<file path="src/rtl/vga_timing_ctrl.sv">
`timescale 1ns/1ps
// vga_timing_ctrl: 640x480@60 display timing from the board clock.
// A clock divider produces the pixel-rate tick that advances the horizontal
// and vertical counters. Every output is registered together from the
// counters, so the sync and visible flags, the coordinates and the gated
// colour all change on the same clk.
module vga_timing_ctrl #(
  parameter int unsigned CLK_DIV   = 4,
  parameter int unsigned H_VISIBLE = 640,
  parameter int unsigned H_FP      = 16,
  parameter int unsigned H_SYNC    = 96,
  parameter int unsigned H_BP      = 48,
  parameter int unsigned V_VISIBLE = 480,
  parameter int unsigned V_FP      = 10,
  parameter int unsigned V_SYNC    = 2,
  parameter int unsigned V_BP      = 33
) (
  input  logic       clk,
  input  logic       reset,
  input  logic       red,
  input  logic       green,
  input  logic       blue,
  output logic       h_sync,
  output logic       v_sync,
  output logic       video_on,
  output logic [9:0] pixel_x,
  output logic [9:0] pixel_y,
  output logic       pixel_tick,
  output logic       frame_start,
  output logic       Red,
  output logic       Green,
  output logic       Blue
);

  localparam int unsigned H_TOTAL = H_VISIBLE + H_FP + H_SYNC + H_BP;
  localparam int unsigned V_TOTAL = V_VISIBLE + V_FP + V_SYNC + V_BP;

  // A one-clk divider still needs a 1-bit counter; it simply stays at zero.
  localparam int unsigned DIV_W = (CLK_DIV > 1) ? $clog2(CLK_DIV) : 1;
  localparam logic [DIV_W-1:0] DIV_LAST = DIV_W'(CLK_DIV - 1);

  localparam logic [9:0] H_LAST   = 10'(H_TOTAL - 1);
  localparam logic [9:0] V_LAST   = 10'(V_TOTAL - 1);
  localparam logic [9:0] H_VIS    = 10'(H_VISIBLE);
  localparam logic [9:0] V_VIS    = 10'(V_VISIBLE);
  localparam logic [9:0] HS_START = 10'(H_VISIBLE + H_FP);
  localparam logic [9:0] HS_END   = 10'(H_VISIBLE + H_FP + H_SYNC);
  localparam logic [9:0] VS_START = 10'(V_VISIBLE + V_FP);
  localparam logic [9:0] VS_END   = 10'(V_VISIBLE + V_FP + V_SYNC);

  logic [DIV_W-1:0] div_cnt;
  logic             tick;
  logic             tick_d1;
  logic [9:0]       h_cnt;
  logic [9:0]       v_cnt;
  logic             h_last;
  logic             v_last;
  logic [2:0]       sync1;
  logic [2:0]       sync2;
  logic             vis_d;
  logic             hs_d;
  logic             vs_d;
  logic             fs_d;

  // Pixel-rate tick on the last clk of each divider period.
  always_comb begin
    tick   = (div_cnt == DIV_LAST);
    h_last = (h_cnt == H_LAST);
    v_last = (v_cnt == V_LAST);
  end

  // Clock divider: counts 0..CLK_DIV-1 and wraps.
  always_ff @(posedge clk) begin
    if (reset) begin
      div_cnt <= '0;
    end else if (tick) begin
      div_cnt <= '0;
    end else begin
      div_cnt <= div_cnt + 1'b1;
    end
  end

  // Horizontal counter advances once per pixel tick and wraps at end of line.
  always_ff @(posedge clk) begin
    if (reset) begin
      h_cnt <= '0;
    end else if (tick) begin
      if (h_last) begin
        h_cnt <= '0;
      end else begin
        h_cnt <= h_cnt + 10'd1;
      end
    end
  end

  // Vertical counter advances on each line wrap and wraps at end of frame.
  always_ff @(posedge clk) begin
    if (reset) begin
      v_cnt <= '0;
    end else if (tick && h_last) begin
      if (v_last) begin
        v_cnt <= '0;
      end else begin
        v_cnt <= v_cnt + 10'd1;
      end
    end
  end

  // Tick delayed one clk so pixel_tick lines up with the registered coordinates.
  always_ff @(posedge clk) begin
    if (reset) begin
      tick_d1 <= 1'b0;
    end else begin
      tick_d1 <= tick;
    end
  end

  // Two-flop synchroniser for the asynchronous colour switches.
  always_ff @(posedge clk) begin
    if (reset) begin
      sync1 <= '0;
      sync2 <= '0;
    end else begin
      sync1 <= {red, green, blue};
      sync2 <= sync1;
    end
  end

  // Decode of the current counter position into next-output values.
  always_comb begin
    vis_d = (h_cnt < H_VIS) && (v_cnt < V_VIS);
    hs_d  = !((h_cnt >= HS_START) && (h_cnt < HS_END));
    vs_d  = !((v_cnt >= VS_START) && (v_cnt < VS_END));
    fs_d  = tick_d1 && (h_cnt == '0) && (v_cnt == '0);
  end

  // Output register; colour is gated by the visible flag registered in the same clk.
  always_ff @(posedge clk) begin
    if (reset) begin
      h_sync      <= 1'b1;
      v_sync      <= 1'b1;
      video_on    <= 1'b0;
      pixel_x     <= '0;
      pixel_y     <= '0;
      pixel_tick  <= 1'b0;
      frame_start <= 1'b0;
      Red         <= 1'b0;
      Green       <= 1'b0;
      Blue        <= 1'b0;
    end else begin
      h_sync      <= hs_d;
      v_sync      <= vs_d;
      video_on    <= vis_d;
      pixel_x     <= h_cnt;
      pixel_y     <= v_cnt;
      pixel_tick  <= tick_d1;
      frame_start <= fs_d;
      Red         <= sync2[2] & vis_d;
      Green       <= sync2[1] & vis_d;
      Blue        <= sync2[0] & vis_d;
    end
  end

endmodule

</file>
<file path="config.mk">
export PLATFORM = sky130hd
export DESIGN_NAME = vga_timing_ctrl
export DESIGN_NICKNAME = d
export VERILOG_FILES = /design/src/rtl/vga_timing_ctrl.sv
export SDC_FILE = /design/constraint.sdc
export NUM_CORES = 1
export LEC_CHECK = 0
export ABC_AREA = 1
export BUFFER_PORTS_ARGS = -buffer_cell sky130_fd_sc_hd__buf_2
export CAP_MARGIN = 20
export CORE_UTILIZATION = 35
export DETAILED_ROUTE_END_ITERATION = 8
export PLACE_DENSITY = 0.54
export SKIP_CTS_REPAIR_TIMING = 1
export SYNTH_ARGS = -nofsm -noshare
export SYNTH_HDL_FRONTEND = slang
export SYNTH_SLANG_ARGS = --single-unit
</file>
<file path="constraint.sdc">
create_clock -name clk -period 3.72 [get_ports clk]
set_input_delay 0.186 -clock clk [delete_from_list [all_inputs] [get_ports clk]]
set_output_delay 0.186 -clock clk [all_outputs]
set_load 0.005 [all_outputs]
</file>
==> results of run 1 <==
cell type report:
class	instances	area (µm²)
clock buffer	10	138
sequential	57	1140
clock inverter	6	57.6
timing repair buffer	32	160
multi-input combinational	171	860
inverter	39	146
tap	75	93.8
fill	621	3360
synthesized netlist by cell type:
cell type and number:
o21ai_2 1, nand3_1 20, o21bai_4 1, ha_1 5
nand3_2 1, inv_1 37, nand2_2 2, buf_6 1
nor2_4 1, inv_2 2, nand3_4 1, nand2_1 43
nand4_1 6, dfxtp_1 57, nor3_1 4, nor4_1 1
nor2_8 1, clkbuf_1 4, buf_2 1, nor2_1 61
o21ai_0 8, a21oi_1 7, nand4_2 1, xor2_1 5
nor2_2 2
registers in the layout (all words and copies together) (netlist names):
signal,count
tick_d1,1
v_sync,1
video_on,1
div_cnt,2
h_sync,1
h_cnt,10
sync2,3
frame_start,1
pixel_tick,1
pixel_x,10
Red,1
sync1,3
Blue,1
pixel_y,10
v_cnt,10
Green,1
cell usage in the layout (no fill, tap or decap), drive strengths merged, types with 5 or more instances in the layout:
master   n
nor2    65
o21ai    9
inv     39
xor2     5
buf     32
ha       5
nand2   45
nand4    7
a21oi    7
dfxtp   57
nand3   22
clkbuf  10
layer usage:
layer  wire length, µm  track usage  vias to the layer above
li1                  -            -                      922
met1              2260        0.199                      772
met2              1670        0.203                       42
met3               192       0.0382                       12
met4               125        0.107                        0
met5                 0            0                        -
tightest hold or removal path: stages:
cell and delay (ps):
buf_2 90, inv_1 40, nor2_1 30
power breakdown:
group	switching (µW)	internal [µW]
sequential	2.82	620
combinational	21.8	10.0
clock	242	322
through the flow:
step	util	hold WS [ps]	worst slack [ps]	cell area [µm²]
after floorplan	-	293	2400	2180
after global placement	0.403	388	1980	2400
after detailed placement	0.403	399	1930	2400
after CTS	0.436	38.0	1910	2600
after global routing	0.436	45.9	1730	2600
final	0.436	57.4	1910	2600
worst paths after layout:
kind                                              end  slack, ps
worst max-delay path            v_cnt[3]$_SDFFE_PP0P_       1910
worst min-delay path              sync1[1]$_SDFF_PP0_         60
worst max register to register  v_cnt[3]$_SDFFE_PP0P_       1910
worst min register to register    sync2[1]$_SDFF_PP0_        400
kinds of logic (layout without fill, tap and decap cells):
group,count (synthesis),count (layout),share of synthesized area
AOI/OAI and AO/OA,17,17,0.0471
buffers and inverters,45,87,0.0816
xor gates and xnor gates,5,5,0.0201
adders and majority gates,5,5,0.0287
and+or+nand+nor,144,144,0.299
DFF,57,57,0.524
==> results.json, run 1 <==
{
  "wl_per_cell_um": 10.9,
  "crit_top_cell": "nand2_1",
  "fmax_ghz": 0.553,
  "startpoint": "h_cnt[0]$_SDFFE_PP0P_",
  "finalPower_uw": 1220,
  "core_um2": 5960,
  "yosysWarnings": 0,
  "vias_per_cell": 4.48,
  "skew_ps": 4.84,
  "power.density_nw_per_um2": 469,
  "antenna_found_initial": 0,
  "antenna_left": 0,
  "dpl.cell_count": 374,
  "grt_pass1_wl_mm": 7.15,
  "yosys-top-cells-area": "dfxtp_1, nor2_1, nand2_1",
  "area_growth_pct": 19.2,
  "vias": 1748,
  "htree_levels": 3,
  "path_cells": "ha_1 > nand2_1 > nor2_2 > nand4_2 > nand2_1 > o21ai_0 > nand2_1 > inv_1",
  "synth_area_leader_cell": "dfxtp_1",
  "min_period_ps": 1810,
  "critPathKind": "reg2reg",
  "hold_depth": 3,
  "fin_tns_setup_ps": 0,
  "start_kind": "flip-flop",
  "cts_tree": "built",
  "num_rows": 28,
  "worstPathMaxFanout": 11,
  "first_global_vias": 1542,
  "setup_violations": 0,
  "netlist.area_leader.share": 0.524,
  "cts_sinks": 57,
  "place_congestion": 0.805,
  "finalNonFillerCells": 390,
  "hold_path.class": "in2reg",
  "timing.max_cap.violations": 0,
  "finalHoldViolCount": 0,
  "power_leakage_uw": 0.00117,
  "start_util": 0.366,
  "grt_max_degree": 37,
  "grtUsageTotal": 0.148,
  "path_clk_slew_ps": 60,
  "avgSynthCellArea_um2": 7.98,
  "synth_area_um2": 2180,
  "drive_above_1_share": 0.194,
  "min_from": "green",
  "hpwl_mm": 3.00,
  "yosysSeqAreaShare": 0.524,
  "portBuffers": 32,
  "max_slew_margin": 0.579,
  "fp.dieH_um": 80.9,
  "io_pins": 33,
  "fp.dieW_um": 80.9,
  "critPathSlowestCell": "dfxtp_1",
  "first_iter_violations": 97,
  "cp_top_family": "simple AND/OR/NAND/NOR gates",
  "max_stage_delay_ps": 350,
  "vdd_drop_max_uv": 183,
  "nets": 320,
  "syn_inst": 273,
  "r2r_cells": 8,
  "cts-buffers-inserted": 9,
  "clk_latency_ps": 330,
  "tightest_slew_ps": 631,
  "crit_cells": 8,
  "synth_fp_nets": 283,
  "clockBufferDepth": 2,
  "status": "finished clean",
  "drc": 0,
  "rsz0062_at_grt": "no",
  "cts-root-buf": "clkbuf_8",
  "die_area_um2": 6540,
  "ys_ff_latch": 57,
  "insertedDiodeCount": 0,
  "required_ps": 3950,
  "crit_buf_inv": 1,
  "drv_slew": 0,
  "yosys.cell_types.count": 25,
  "overflow": 0,
  "reg2reg_from": "h_cnt[0]$_SDFFE_PP0P_",
  "drt_wl_total_mm": 4.25,
  "drtPass1Iterations": 4,
  "endpoint_kind": "flip-flop",
  "post-route-period-util": 0.486,
  "arrival_ps": 2030
}
Power figures use the tool's default switching activity.
==> run 2, diff against run 1 <==
Settings changed: ABC_AREA 1 to 0, PLACE_DENSITY 0.54 to 0.55.
Clock period 3.72 ns to 1.9 ns, I/O delays scaled along.
==> results.json, run 2 <==
{
  "yosys.cell_types.count": 39,
  "yosys.area_share.xor_xnor": 0.0370,
  "synth_top_family_by_area": "simple AND/OR/NAND/NOR gates",
  "num_rows": 28,
  "yosys-top-cells-area": "dfxtp_1, nor2b_1, nor2_1",
  "overflow": 0,
  "clk_latency_ps": 330,
  "yosysMostFrequentCell": "dfxtp_1",
  "htree_levels": 3,
  "insertedDiodeCount": 0,
  "wl_per_cell_um": 12.2,
  "io_pins": 33,
  "hpwl_mm": 2.83,
  "synth_compound_area_frac": 0.0646,
  "grt_max_degree": 36,
  "pwr-share-clk": 0.500,
  "setup_violations": 0,
  "vias": 1612,
  "area_growth_pct": 26.0,
  "antenna_left": 0,
  "power_leakage_uw": 0.00111,
  "fillers": 582,
  "min_period_ps": 1720,
  "synth_area_leader_cell": "dfxtp_1",
  "yosys.area_share.simple": 0.283,
  "netlist_top_cells_count": "dfxtp_1, nor2b_1, nor2_1, nor3_1, inv_1",
  "drv_slew": 0,
  "critPathKind": "reg2reg",
  "status": "finished clean",
  "yosysWarnings": 0,
  "fmax_ghz": 0.580,
  "place_congestion": 0.861,
  "drtPass1Iterations": 4,
  "antenna_found_initial": 0,
  "drive_above_1_share": 0.239,
  "synthFlopType": "dfxtp_1",
  "pre_cts_ws_ps": 192,
  "p_int_uw": 2050,
  "cts-buffers-inserted": 9,
  "fin_tns_setup_ps": 0,
  "cts-root-buf": "clkbuf_8",
  "first_global_vias": 1434,
  "worstPathMaxFanout": 8,
  "core_um2": 5890,
  "endpoint_kind": "flip-flop",
  "layout.area.seq_um2": 1140,
  "final_common_cell": "dfxtp_1",
  "portBuffers": 32,
  "clockBufferDepth": 2,
  "synth_area_um2": 2130,
  "hold_path.class": "in2reg",
  "die_area_um2": 6400,
  "tightest_slew_ps": 615,
  "first_iter_violations": 134,
  "grt_pass1_wl_mm": 6.92,
  "netlist.area_leader.share": 0.536,
  "start_util": 0.362,
  "drt_wl_total_mm": 4.17,
  "avgSynthCellArea_um2": 9.90,
  "synth_edf_count": 0,
  "rsz0062_at_grt": "no",
  "layout_common_cells": "dfxtp_1, buf_2, nor2b_1",
  "fp.dieH_um": 80,
  "finalHoldViolCount": 0,
  "syn_inst": 215,
  "max_slew_margin": 0.590,
  "synthAdderAreaFrac": 0.0294,
  "fp.dieW_um": 80,
  "power.density_nw_per_um2": 953,
  "fin_ws_ps": 176,
  "finalNonFillerCells": 343,
  "pwr-share-seq": 0.477,
  "post-route-period-util": 0.907,
  "grtUsageTotal": 0.147,
  "ys_ff_latch": 57,
  "dpl.cell_count": 324,
  "synthMuxAreaShare": 0.00470,
  "switchingPower_uw": 512,
  "required_ps": 2090,
  "vias_per_cell": 4.70,
  "path_clk_slew_ps": 60,
  "swShare": 0.200,
  "drc": 0,
  "start_kind": "flip-flop",
  "cts_tree": "built",
  "yosysSeqAreaShare": 0.536,
  "arrival_ps": 1910,
  "vdd_drop_max_uv": 423,
  "cts_sinks": 57,
  "synth_fp_nets": 225,
  "nets": 273,
  "timing.max_cap.violations": 0,
  "async_flop_share": 0,
  "skew_ps": 4.51,
  "multi_input_area_um2": 895,
  "pwr-share-comb": 0.024
}
## run 2: path summary, 6_finish.rpt
kind              cells past startpoint  slack, ps                     to             startpoint
setup / recovery                      5        180  v_cnt[7]$_SDFFE_PP0P_  h_cnt[8]$_SDFFE_PP0P_
hold / removal                        2        250  pixel_y[4]$_SDFF_PP0_                  reset
setup reg to reg                      5        180  v_cnt[7]$_SDFFE_PP0P_  h_cnt[8]$_SDFFE_PP0P_
hold reg to reg                       1        420  div_cnt[0]$_SDFF_PP0_  div_cnt[0]$_SDFF_PP0_
## run 2: stage by stage
stage	total power, µW	hold slack (ps)	instance area [µm²]	utilization
after detailed placement	1300	308	2420	0.412
after CTS	2580	-46.3	2650	0.450
after floorplan	1280	173	2130	-
after global placement	1300	308	2420	0.412
final	2560	247	2680	0.456
after global routing	2660	284	2680	0.456
## run 2: layout make-up
type,count,share of cell area
sequential,57,0.425
multi-input combinational,137,0.333
timing repair buffer,48,0.107
clock buffer,11,0.0564
tap,75,0.0350
clock inverter,5,0.0289
inverter,10,0.0140
## run 2: cells by family (layout without fill, tap and decap cells)
family                     count (synthesis)  in the layout
and+or+nand+nor                          101            101
xor gates and xnor gates                   9              9
DFF                                       57             57
buffers and inverters                     21             74
AOI/OAI and AO/OA                         21             21
muxes                                      1              1
adders and majority gates                  5              5
## run 2: routing by layer
layer / global-route usage / wire length, µm / up-vias
met3: 0.0526 / 225 / 11
met5: 0 / 0 / -
met2: 0.201 / 1740 / 50
met4: 0.0964 / 111 / 0
met1: 0.191 / 2090 / 710
li1: - / - / 841
## run 2: critical path, stage by stage, from the launching register on
cell,delay [ps]
dfxtp_1,490
nand4b_4,190
or3_1,400
buf_4,180
o31ai_1,230
a21oi_1,90
## run 2: power by group through the flow
stage / Clock (µW) / Combinational, µW / Sequential (µW)
final: 1280 / 60.3 / 1220
after floorplan: 0 / 36.5 / 1250
after global routing: 1370 / 69.5 / 1220
after detailed placement: 0 / 56.7 / 1250
after CTS: 1310 / 57.3 / 1220
after global placement: 0 / 56.8 / 1250
